`config.mk`:
```
export PLATFORM = sky130hd
export DESIGN_NAME = lsr_seq
export DESIGN_NICKNAME = d
export VERILOG_FILES = /design/src/rtl/lsr_seq.sv
export SDC_FILE = /design/constraint.sdc
export NUM_CORES = 1
export LEC_CHECK = 0
export BUFFER_PORTS_ARGS = -buffer_cell sky130_fd_sc_hd__buf_2
export CAP_MARGIN = 0
export CORE_MARGIN = 2
export CORE_UTILIZATION = 44
export DETAILED_ROUTE_END_ITERATION = 10
export PLACE_DENSITY = 0.68
export SKIP_CTS_REPAIR_TIMING = 1
export SLEW_MARGIN = 5
export SYNTH_ARGS = -nofsm -noshare
export SYNTH_HDL_FRONTEND = slang
export SYNTH_SLANG_ARGS = --single-unit
```
`constraint.sdc`:
```
create_clock -name clk -period 4.7 [get_ports clk]
set_clock_uncertainty 0.1 [all_clocks]
set_input_delay 0.47 -clock clk [delete_from_list [all_inputs] [get_ports clk]]
set_output_delay 0.47 -clock clk [all_outputs]
set_load 0.005 [all_outputs]
```
`src/rtl/lsr_seq.sv`:
```
// lsr_seq: iterative 32-bit shift right (LSR/ASR) in steps of 16, 4 or 1 per cycle.
// Define LSR_SEQ_ROR_EN to make mode 10 rotate right instead of shifting in zeros.
module lsr_seq (
    input  logic        clk,
    input  logic        rst_n,
    input  logic        start,
    input  logic [31:0] value,
    input  logic [4:0]  shcnt,
    input  logic [1:0]  mode,
    output logic        busy,
    output logic        done,
    output logic [31:0] res
);
    typedef enum logic {IDLE, RUN} state_t;
    state_t      state, state_n;
    logic [31:0] data, data_n, res_n, fill;
    logic [4:0]  cnt, cnt_n, step;
    logic [1:0]  md, md_n;
    logic        done_n;
`ifdef LSR_SEQ_ROR_EN
    assign fill = (md == 2'b10) ? data : {32{md == 2'b01 && data[31]}};
`else
    assign fill = {32{md == 2'b01 && data[31]}};
`endif
    assign busy = state == RUN;
    assign step = cnt[4] ? 5'd16 : |cnt[3:2] ? 5'd4 : 5'd1;
    always_comb begin
        state_n = state;
        data_n  = data;
        cnt_n   = cnt;
        md_n    = md;
        res_n   = res;
        done_n  = 1'b0;
        if (state == IDLE) begin
            if (start) begin
                state_n = RUN;
                data_n  = value;
                cnt_n   = shcnt;
                md_n    = mode;
            end
        end else if (cnt == 5'd0) begin
            res_n   = data;
            done_n  = 1'b1;
            state_n = IDLE;
        end else begin
            data_n = cnt[4] ? {fill[15:0], data[31:16]} :
                     |cnt[3:2] ? {fill[3:0], data[31:4]} : {fill[0], data[31:1]};
            cnt_n  = cnt - step;
        end
    end
    always_ff @(posedge clk or negedge rst_n) begin
        if (!rst_n) begin
            state <= IDLE;
            data  <= '0;
            cnt   <= '0;
            md    <= '0;
            res   <= '0;
            done  <= 1'b0;
        end else begin
            state <= state_n;
            data  <= data_n;
            cnt   <= cnt_n;
            md    <= md_n;
            res   <= res_n;
            done  <= done_n;
        end
    end
endmodule

```
After elaboration in Yosys (flattened, before gate mapping)
Cells that the tools add are included.
- register bits after elaboration: 73
- bits of input ports: 42
- output and inout bits: 34
- word-level logic and storage cells: 32
- add/subtract/negate cells: 1
- eq/ne operators: 2
- muxes and demuxes: 15
- bitwise logic cells: 1
- reduce and logical (&&, ||, !) cells: 7
- operator list (operator ; number):
    32-bit 2-to-1 mux ; 3
    31-bit 2-to-1 mux ; 2
    5-bit 2-to-1 mux ; 4
    2-bit AND reduction ; 3
    5-bit zero test ; 1
    1-bit 2-to-1 mux ; 5
    5-bit subtractor ; 1
    3-bit 2-to-1 mux ; 1
    2-bit by 1-bit == test with 1-bit output (second input constant) ; 1
    2-bit inequality test (second input constant) ; 1
    2-bit nonzero test ; 1
    2-bit OR reduction ; 1
    1-bit logical AND ; 1
    1-bit NOT ; 1

Longest topological paths before layout
Gate-level depths: netlist of run 1.
- depth after elaboration: 6
- depth in mapped cells: 9
- depth with buffers taken out: 7

Worst setup path after synthesis of run 1
No wires, ideal clock.
- path type: register to register
- from: register cnt[4]
- to: register cnt[3]
- library setup time: 137 ps
- arrival: 1915 ps
- slack: 2548 ps
- stages on the path, launching flop included: 8
- buffers on the path: 2
- clock period less this slack: 2152 ps
- path through: dfrtp_1 > clkbuf_1 > clkbuf_1 > or2_2 > ha_1 > a221oi_1 > xnor2_1 > a21oi_1
- longest elaborated chain between the ends: 4
- elaborated cells between the ends (all ways): 7
- those cells by class: add/sub (1); eq/ne (1); mux (3); reduce/logical (2)
- RTL lines (what ; RTL line ; RTL):
    start: declaration ; 17 ; logic [4:0] cnt, cnt_n, step;
    start signal: assignment ; 62 ; cnt <= cnt_n;
    5-bit 2-to-1 mux ; 26 ; assign step = cnt[4] ? 5'd16 : |cnt[3:2] ? 5'd4 : 5'd1;
    5-bit subtractor ; 48 ; cnt_n = cnt - step;
    5-bit 2-to-1 mux ; 41 ; end else if (cnt == 5'd0) begin
    5-bit 2-to-1 mux ; 34 ; if (state == IDLE) begin
Parallel ways exist; a longest one is shown, timed or not. The select of a mux whose other input is x is not followed.
A chain may end at the register's enable or synchronous reset.

Final worst setup path of run 1
- from: register state (netlist: busy)
- to: register data[31]
- longest elaborated chain between the ends: 2
- elaborated cells between the ends (all ways): 4
- those cells by class: eq/ne (1); mux (1); reduce/logical (2)
- RTL lines (what ; RTL line ; RTL):
    start: declaration ; 15 ; state_t state, state_n;
    start signal: assignment ; 60 ; state <= state_n;
    2-bit inequality test (no source line) / 2-bit nonzero test (equally long branches) ; -- ;
    2-bit AND reduction (no source line) ; -- ;
    end signal: assignment ; 61 ; data <= data_n;
    end: declaration ; 16 ; logic [31:0] data, data_n, res_n, fill;
Parallel ways exist; a longest one is shown, timed or not.

==> results of run 1 <==
cell families (layout without fill, tap and decap cells):
| logic type | Yosys count | after routing | synth area share, % |
|---|---|---|---|
| simple gates | 167 | 167 | 19.4 |
| xor+xnor | 1 | 1 | 0.225 |
| compound gates | 105 | 105 | 18.1 |
| buf+inv | 35 | 102 | 5.47 |
| fa+ha+maj | 3 | 3 | 0.966 |
| mux | 32 | 32 | 8.82 |
| flops | 73 | 73 | 47.0 |
power by group:
part,internal (mW),switching [mW],total [mW]
Clock,0.296,0.239,0.535
Sequential,0.913,0.259,1.17
Combinational,0.671,0.797,1.47
Total,1.88,1.29,3.18
metrics by stage:
step	utilization, %	power (mW)	instances
6_report	51.6	3.18	591
5_1_grt	51.6	3.43	591
4_1_cts	51.6	3.20	591
3_5_place_dp	49.2	2.65	575
3_3_place_gp	49.2	2.61	575
2_1_floorplan	-	2.28	416
Yosys cell counts:
master / n
o21ai_1: 13
inv_2: 1
buf_4: 4
o21ai_0: 7
inv_4: 1
a221oi_1: 1
a21oi_1: 26
nor2b_1: 5
mux2_2: 18
nor3_4: 1
buf_2: 9
nor3_1: 2
o21a_1: 12
or2_2: 1
a31o_1: 1
nor4_1: 1
o31ai_1: 2
nand2b_1: 16
and3_1: 2
nor2_2: 16
ha_1: 3
xnor2_1: 1
a21oi_2: 11
o21ai_2: 13
clkbuf_1: 9
nand3b_1: 1
nor2_1: 4
inv_1: 3
o211ai_1: 16
a31oi_1: 1
o22ai_1: 1
a211oi_1: 1
buf_6: 7
nand2_1: 117
clkinv_1: 1
nand3_2: 1
dfrtp_1: 73
mux2i_1: 14
flip-flops by register name, indices dropped and copies added, names as in the netlist:
register,flops
done,1
data,32
res,32
cnt,5
md,2
busy,1
final cells by class:
class	count	area share, %
clock inverters	6	1.85
well taps	108	3.03
inverters	6	0.561
flip-flops and latches	73	41.0
repair buffers	80	9.26
multi-input cells	308	41.5
clock buffers	10	2.86
worst max path at each step:
stage | end | slack [ns]
after floorplan | cnt[3]$_DFFE_PN0P_ | 2.55
after global placement | data[31]$_DFFE_PN0P_ | 2.09
after detailed placement | data[31]$_DFFE_PN0P_ | 2.02
after CTS | data[31]$_DFFE_PN0P_ | 2.02
after global routing | data[31]$_DFFE_PN0P_ | 1.77
final | data[31]$_DFFE_PN0P_ | 2.03
layout by cell type (no fill, tap or decap), types with 7 or more instances in the layout:
cell type / n
nand2_1: 117
buf_2: 75
dfrtp_1: 73
a21oi_1: 26
mux2_2: 18
nor2_2: 17
o211ai_1: 16
nand2b_1: 16
mux2i_1: 14
o21ai_2: 13
o21ai_1: 13
o21a_1: 12
a21oi_2: 11
clkbuf_8: 9
o21ai_0: 7
metal layers:
| layer | wire, µm | vias to the layer above |
|---|---|---|
| met5 | 0 | - |
| met4 | 114 | 0 |
| met3 | 455 | 9 |
| met2 | 4190 | 76 |
| met1 | 4540 | 1435 |
| li1 | - | 1531 |
==> run metrics, run 1 <==
gr ovfl total 0; critical path startpoint busy$_DFF_PN0_; pre-CTS setup slack 2.02 ns; Worst VDD drop 241 µV; total number of cells along the worst setup path 5; post-synth top area share 47.0%; Clock Sink Count 73; RSZ-0062 raised after global routing no; Max FO, Critical Path 42; Clock transition at path regs 0.08 ns; CP bufs+invs 2; # IOs 76; Startpoint Class flip-flop; core region area 0.00864 mm²; met3 usage 4.94%; Leak 2.10 nW; antenna violations before repair 0; Mapped Area 0.00389 mm²; number of port buffers 75; Critical-path top delay cell inv_2; total iterations of the first detailed-routing run 4; Post-DP Area 0.00425 mm²; Die Wd 98.0 µm; worst endpoint data arrival time 2.85 ns; Setup TNS Final 0 ns; Seq cells post-synth 73; CTS tree built; Final ANT Viol Nets 0; RR Endpoint data[31]$_DFFE_PN0P_; vias in the first global route 3101; pin count of the biggest net entering global routing 48; post-DP HPWL 6160 µm; GRT met2 Usage 31.7%; endpoints failing hold 0; CTS H-tree lvls 3; diode count 0; Worst-Margin Slew 1.05 ns; gpl congestion 0.886; Residual DRC 0; Die H 98.0 µm; Initial Utilization 45.0%; sequential area share after synthesis 47.0%; critical path type reg2reg; layout cell share with drive strength beyond 1 32.9%; final net count 523; multi-input logic area 0.00185 mm²; syn_nets 461; area grow syn2layout 14.7%; Final Critical Period 2.67 ns; Worst path max stage delay 0.73 ns; Max-slew headroom 30.0%; gr busiest metal met2; endpoints failing setup 0; Synth Instances 416; cell family with most CP delay buffers and inverters; All-Layer GR Usage 20.4%; vias per inst 5.16; max frequency 0.375 GHz; wire per inst 15.7 µm; CP endpoint kind flip-flop; hold_ws 0.183 ns; total die area 0.00960 mm²; Mean Syn Cell Area 9.34 µm²; Synth cell types 38; register area 0.00183 mm²; Max clock buf depth 2; Final WS setup 2.03 ns; HP Class in2async; Max Transition Viols Final 0; final instance area 0.00446 mm²; Worst R2R Start busy$_DFF_PN0_; Global Route met1 Usage 28.7%; global-route wire length before repair 15700 µm; R2R setup slack 2.03 ns; Fillers 831; row count 34; post-synth top area cell dfrtp_1; status finished, final reports clean; DR iter-0 viols 126; DR vias 3051; crit path cell chain buf_4, nand3_2, inv_2, a21oi_1, o22ai_1; Max Cap Viol 0; Critical Path RT 4.88 ns; Pwr Density 712 mW/mm²; Final period util 56.8%; Num CTS Buffers 9; Synth Warn # 0; ranking of synthesized cells by area dfrtp_1 47%, nand2_1 11%, mux2_2 5.2%; Reg2Reg Depth 5; clk root buf clkbuf_8; Post-Route WL 9300 µm; clk_lat worst skew 0.36 ns
(Power assumes the default switching activity.)
==> run 2, diff against run 1 <==
--- a/config.mk
+++ b/config.mk
@@ -10,7 +10,7 @@
 export CORE_MARGIN = 2
 export CORE_UTILIZATION = 44
 export DETAILED_ROUTE_END_ITERATION = 10
-export PLACE_DENSITY = 0.68
+export PLACE_DENSITY = 0.7
 export SKIP_CTS_REPAIR_TIMING = 1
 export SLEW_MARGIN = 5
 export SYNTH_ARGS = -nofsm -noshare
==> constraint.sdc (replaced) <==
create_clock -name clk -period 2.43 [get_ports clk]
set_clock_uncertainty 0.1 [all_clocks]
set_input_delay 0.243 -clock clk [delete_from_list [all_inputs] [get_ports clk]]
set_output_delay 0.243 -clock clk [all_outputs]
set_load 0.005 [all_outputs]
==> run 2 against run 1 <==
  * Sequential share of layout area fell by 0.19 points
  * Fmax up 27%
  * Sequential cell count stayed put
  * Sequential power increased by 94%
  * Global-route usage increased by 0.51 points
  * Cell area is 0.48% higher
  * Clock power up 69%
  * Die area is the same
  * Clock-buffer cell count is 1 higher
  * Power increased by 90%
  * Critical path depth decreased by 1
  * Highest routed layer unchanged
==> run metrics, run 2 (synthesized netlist as in run 1, its figures left out) <==
DR vias 3103 (+1.7%); Final period util 86.2% (+29 points); global-route wire length before repair 16200 µm (+3.3%); post-DP HPWL 6470 µm (+5.0%); Final ANT Viol Nets 0 (unchanged); overall power 6.03 mW (+90%); HP Class in2reg; clk_lat worst skew 0.34 ns (-0.02 ns); status finished, final reports clean; Residual DRC 0 (unchanged); Clock transition at path regs 0.07 ns (about the same); Worst-Margin Slew 1.07 ns (+0.0198 ns); row count 34 (unchanged); gpl congestion 0.823 (-7.2%); diode count 0 (unchanged); All-Layer GR Usage 20.9% (+0.51 points); number of port buffers 75 (unchanged); most frequent cells in the layout 117 x nand2_1, 75 x buf_2, 73 x dfrtp_1, 26 x a21oi_1, 18 x mux2_2; gr ovfl total 0 (unchanged); Max FO, Critical Path 30 (-29%); core region area 0.00864 mm² (unchanged); Clock Sink Count 73 (unchanged); worst endpoint data arrival time 2.23 ns (-0.62 ns); vias in the first global route 3171 (+2.3%); Regs by FF count data x32, res x32, cnt x5; CTS H-tree lvls 3 (unchanged); Final Critical Period 2.09 ns (-0.574 ns); CTS tree built; Num CTS Buffers 9 (unchanged); Pwr Density 1350 mW/mm² (+89%); Max-slew headroom 28.6% (-1.3 points); area grow syn2layout 15.3%; final net count 530 (+1.3%); # IOs 76 (unchanged); max frequency 0.477 GHz (+27%); pin count of the biggest net entering global routing 35 (-27%); Final WS setup 0.335 ns (-1.70 ns); Die Wd 98.0 µm (unchanged); Leak 2.12 nW (+0.96%); Core Util, Final 51.9% (+0.25 points); Startpoint Class flip-flop; critical path type reg2reg; layout cell share with drive strength beyond 1 33.3% (+0.41 points); Die H 98.0 µm (unchanged); total iterations of the first detailed-routing run 4 (unchanged); Initial Utilization 45.0% (unchanged); most common cell after layout, fill and taps aside nand2_1; RSZ-0062 raised after global routing no; Critical Path RT 2.57 ns (-2.31 ns); Worst VDD drop 553 µV (+130%); endpoints failing setup 0 (unchanged); endpoints failing hold 0 (unchanged); hold_ws 0.0282 ns (-0.154 ns); CP endpoint kind flip-flop; vias per inst 5.20 (+0.68%); pre-CTS setup slack 0.369 ns (-1.65 ns); antenna violations before repair 0 (unchanged); Setup TNS Final 0 ns (unchanged); Max clock buf depth 2 (unchanged); Post-Route WL 9480 µm (+1.9%); Max Cap Viol 0 (unchanged); wire per inst 15.9 µm (+0.84%); DR iter-0 viols 170 (+35%); clk root buf clkbuf_8; total die area 0.00960 mm² (unchanged); Max Transition Viols Final 0 (unchanged)
[run 2: changes by cell type in the layout (fill, tap and decap cells not counted)]
cell	change
dlygate4sd3_1	+1
clkbuf_1	+1
bufinv_16	-1
buf_4	+6
clkinvlp_4	-1
[run 2: final timing paths]
path,startpoint,to,slack [ns],depth (start not counted)
max,cnt[4]$_DFFE_PN0P_,data[22]$_DFFE_PN0P_,0.34,4
min,mode[0],md[0]$_DFFE_PN0P_,0.03,2
max reg2reg,cnt[4]$_DFFE_PN0P_,data[22]$_DFFE_PN0P_,0.34,4
min reg2reg,res[30]$_DFFE_PN0P_,res[30]$_DFFE_PN0P_,0.37,2
max in group asynchronous,rst_n,data[15]$_DFFE_PN0P_,1.17,3
min in group asynchronous,rst_n,res[0]$_DFFE_PN0P_,0.31,2
[run 2: final cells by class]
class	instances	area [µm²]
fill	841	4160
multi-input combinational	308	1850
sequential	73	1830
timing repair buffer	87	468
tap	108	135
clock buffer	11	131
clock inverter	4	45.0
inverter	6	25.0
[run 2: routing by layer]
metal | GRT usage [%] | wire, µm | vias to the layer above
met4 | 6.30 | 112 | 0
met3 | 3.65 | 497 | 11
met5 | 0 | 0 | -
li1 | - | - | 1538
met2 | 32.8 | 4510 | 82
met1 | 29.7 | 4350 | 1472
[run 2: metrics by stage]
step	instances	instance area, µm²
2_1_floorplan	416	3890
3_3_place_gp	581	4290
3_5_place_dp	581	4290
4_1_cts	596	4470
5_1_grt	597	4480
6_report	597	4480
[run 2: report_power, final]
group	internal, mW	switching, mW
combinational	1.33	1.52
clock	0.465	0.441
sequential	1.77	0.504
total	3.57	2.46
[run 2: critical path, cell delays in order (launching register included)]
cell and delay, ns:
dfrtp_1 0.43, buf_4 0.25, a31oi_1 0.89, o21a_1 0.24
o21ai_1 0.07
==> run 3, diff against run 2 <==
--- a/config.mk
+++ b/config.mk
@@ -8,9 +8,10 @@
 export BUFFER_PORTS_ARGS = -buffer_cell sky130_fd_sc_hd__buf_2
 export CAP_MARGIN = 0
 export CORE_MARGIN = 2
-export CORE_UTILIZATION = 44
+export CORE_UTILIZATION = 40
 export DETAILED_ROUTE_END_ITERATION = 10
-export PLACE_DENSITY = 0.7
+export PLACE_DENSITY = 0.65
+export RECOVER_POWER = 50
 export SKIP_CTS_REPAIR_TIMING = 1
 export SLEW_MARGIN = 5
 export SYNTH_ARGS = -nofsm -noshare
==> run 3 against run 2 <==
  * Cell area grew 0.20%
  * Sequential share of layout area shrank 0.080 points
  * Sequential cell count unchanged
  * Critical path depth rose by 3
==> run metrics, run 3 (synthesized netlist as in run 1, its figures left out) <==
number of port buffers 75 (unchanged); status finished, final reports clean; Final WS setup 0.467 ns (+0.132 ns); Clock Sink Count 73 (unchanged); Post-DP Area 0.00433 mm² (+0.73%); Die H 103 µm (+4.7%); crit path cell chain nor3_4, ha_1, ha_1, nor2b_1, nor3_1, a21oi_1, o21ai_0; Max FO, Critical Path 9 (-70%); Reg2Reg Depth 7 (+3); total die area 0.0105 mm² (+9.6%); hold_ws 0.0280 ns (-0.000182 ns); overall power 5.98 mW (-0.81%); global-route wire length before repair 15500 µm (-4.1%); most frequent cells in the layout 117 x nand2_1, 73 x dfrtp_1, 67 x buf_2, 26 x a21oi_1, 18 x mux2_2; HP Class in2reg; Core Util, Final 48.1% (-3.8 points); # IOs 76 (unchanged); Max Transition Viols Final 0 (unchanged); total iterations of the first detailed-routing run 4 (unchanged); clk_lat worst skew 0.34 ns (about the same); max frequency 0.509 GHz (+6.7%); cell mode on critical path ha_1; area grow syn2layout 15.5%; most common cell after layout, fill and taps aside nand2_1; Initial Utilization 41.7% (-3.3 points); Setup TNS Final 0 ns (unchanged); vias in the first global route 3129 (-1.3%); CTS H-tree lvls 3 (unchanged); row count 35 (+2.9%); pre-CTS setup slack 0.491 ns (+0.122 ns); total number of cells along the worst setup path 7 (+3); RSZ-0062 raised after global routing no; Max Cap Viol 0 (unchanged); endpoints failing hold 0 (unchanged); diode count 0 (unchanged); antenna violations before repair 0 (unchanged); Worst path max stage delay 0.49 ns (-0.40 ns); gr ovfl total 0 (unchanged); Regs by FF count data x32, res x32, cnt x5; Max clock buf depth 2 (unchanged); Pwr Density 1330 mW/mm² (-1.0%); DR iter-0 viols 166 (-2.4%); CP bufs+invs 0 (-1); gpl congestion 0.835 (+1.5%); vias per inst 5.05 (-2.9%); Residual DRC 0 (unchanged); Startpoint Class flip-flop; critical path type reg2reg; CTS tree built; All-Layer GR Usage 19.2% (-1.7 points); Num CTS Buffers 9 (unchanged); Critical-path top delay cell dfrtp_1; Critical Path RT 2.55 ns (-0.02 ns); Max-slew headroom 33.1% (+4.5 points); wire per inst 15.1 µm (-4.6%); pin count of the biggest net entering global routing 74 (+110%); clk root buf clkbuf_8; final net count 529 (-0.19%); post-DP HPWL 6470 µm (about the same); Final period util 80.8% (-5.4 points); DR vias 3114 (+0.35%); Worst VDD drop 459 µV (-17%); CP endpoint kind flip-flop; core region area 0.00933 mm² (+8.0%); layout cell share with drive strength beyond 1 31.6% (-1.8 points); Worst-Margin Slew 1.00 ns (-0.0626 ns); endpoints failing setup 0 (unchanged); DP Cell Count 601 (+3.4%); Clock transition at path regs 0.07 ns (about the same); Post-Route WL 9340 µm (-1.4%); Die Wd 103 µm (+4.7%); Leak 2.09 nW (-1.6%); Worst Hold Path Cells 2 (unchanged); cell family with most CP delay simple AND/OR/NAND/NOR gates; final instance area 0.00449 mm² (+0.20%); Final Critical Period 1.96 ns (-0.132 ns); Final ANT Viol Nets 0 (unchanged); final std cells w/o fill 617 (+3.4%); worst endpoint data arrival time 2.08 ns (-0.15 ns)
==> run 3: cell count changes in the layout (fill, tap and decap cells not counted) <==
cell      previous run  this run
buf_4               11         9
clkbuf_4             0         1
clkbuf_1             2         9
buf_2               75        67
buf_1                0         1
==> run 3: final timing paths <==
path	startpoint	end	slack, ns
worst max-delay path	cnt[4]$_DFFE_PN0P_	cnt[2]$_DFFE_PN0P_	0.47
min in group asynchronous	rst_n	res[0]$_DFFE_PN0P_	0.62
worst min-delay path	mode[1]	md[1]$_DFFE_PN0P_	0.03
max in group asynchronous	rst_n	res[14]$_DFFE_PN0P_	0.98
worst min register to register	res[3]$_DFFE_PN0P_	res[3]$_DFFE_PN0P_	0.37
worst max register to register	cnt[4]$_DFFE_PN0P_	cnt[2]$_DFFE_PN0P_	0.47
==> run 3: per-layer routing <==
| layer | up-vias | global-route usage (%) | wire [µm] |
|---|---|---|---|
| met4 | 0 | 7.49 | 144 |
| met1 | 1480 | 26.9 | 4540 |
| li1 | 1543 | - | - |
| met5 | - | 0 | 0 |
| met3 | 11 | 3.19 | 464 |
| met2 | 80 | 29.9 | 4190 |
==> run 3: final cells by class <==
type,count,area (µm²)
multi-input cells,308,1850
repair buffers,86,450
clock buffers,11,131
inverters,6,25.0
fillers,925,4840
flip-flops and latches,73,1830
clock inverters,4,45.0
well taps,129,161
==> run 3: power breakdown <==
part | internal (mW) | switching, mW
sequential | 1.77 | 0.495
combinational | 1.32 | 1.51
clock | 0.464 | 0.433
total | 3.55 | 2.43
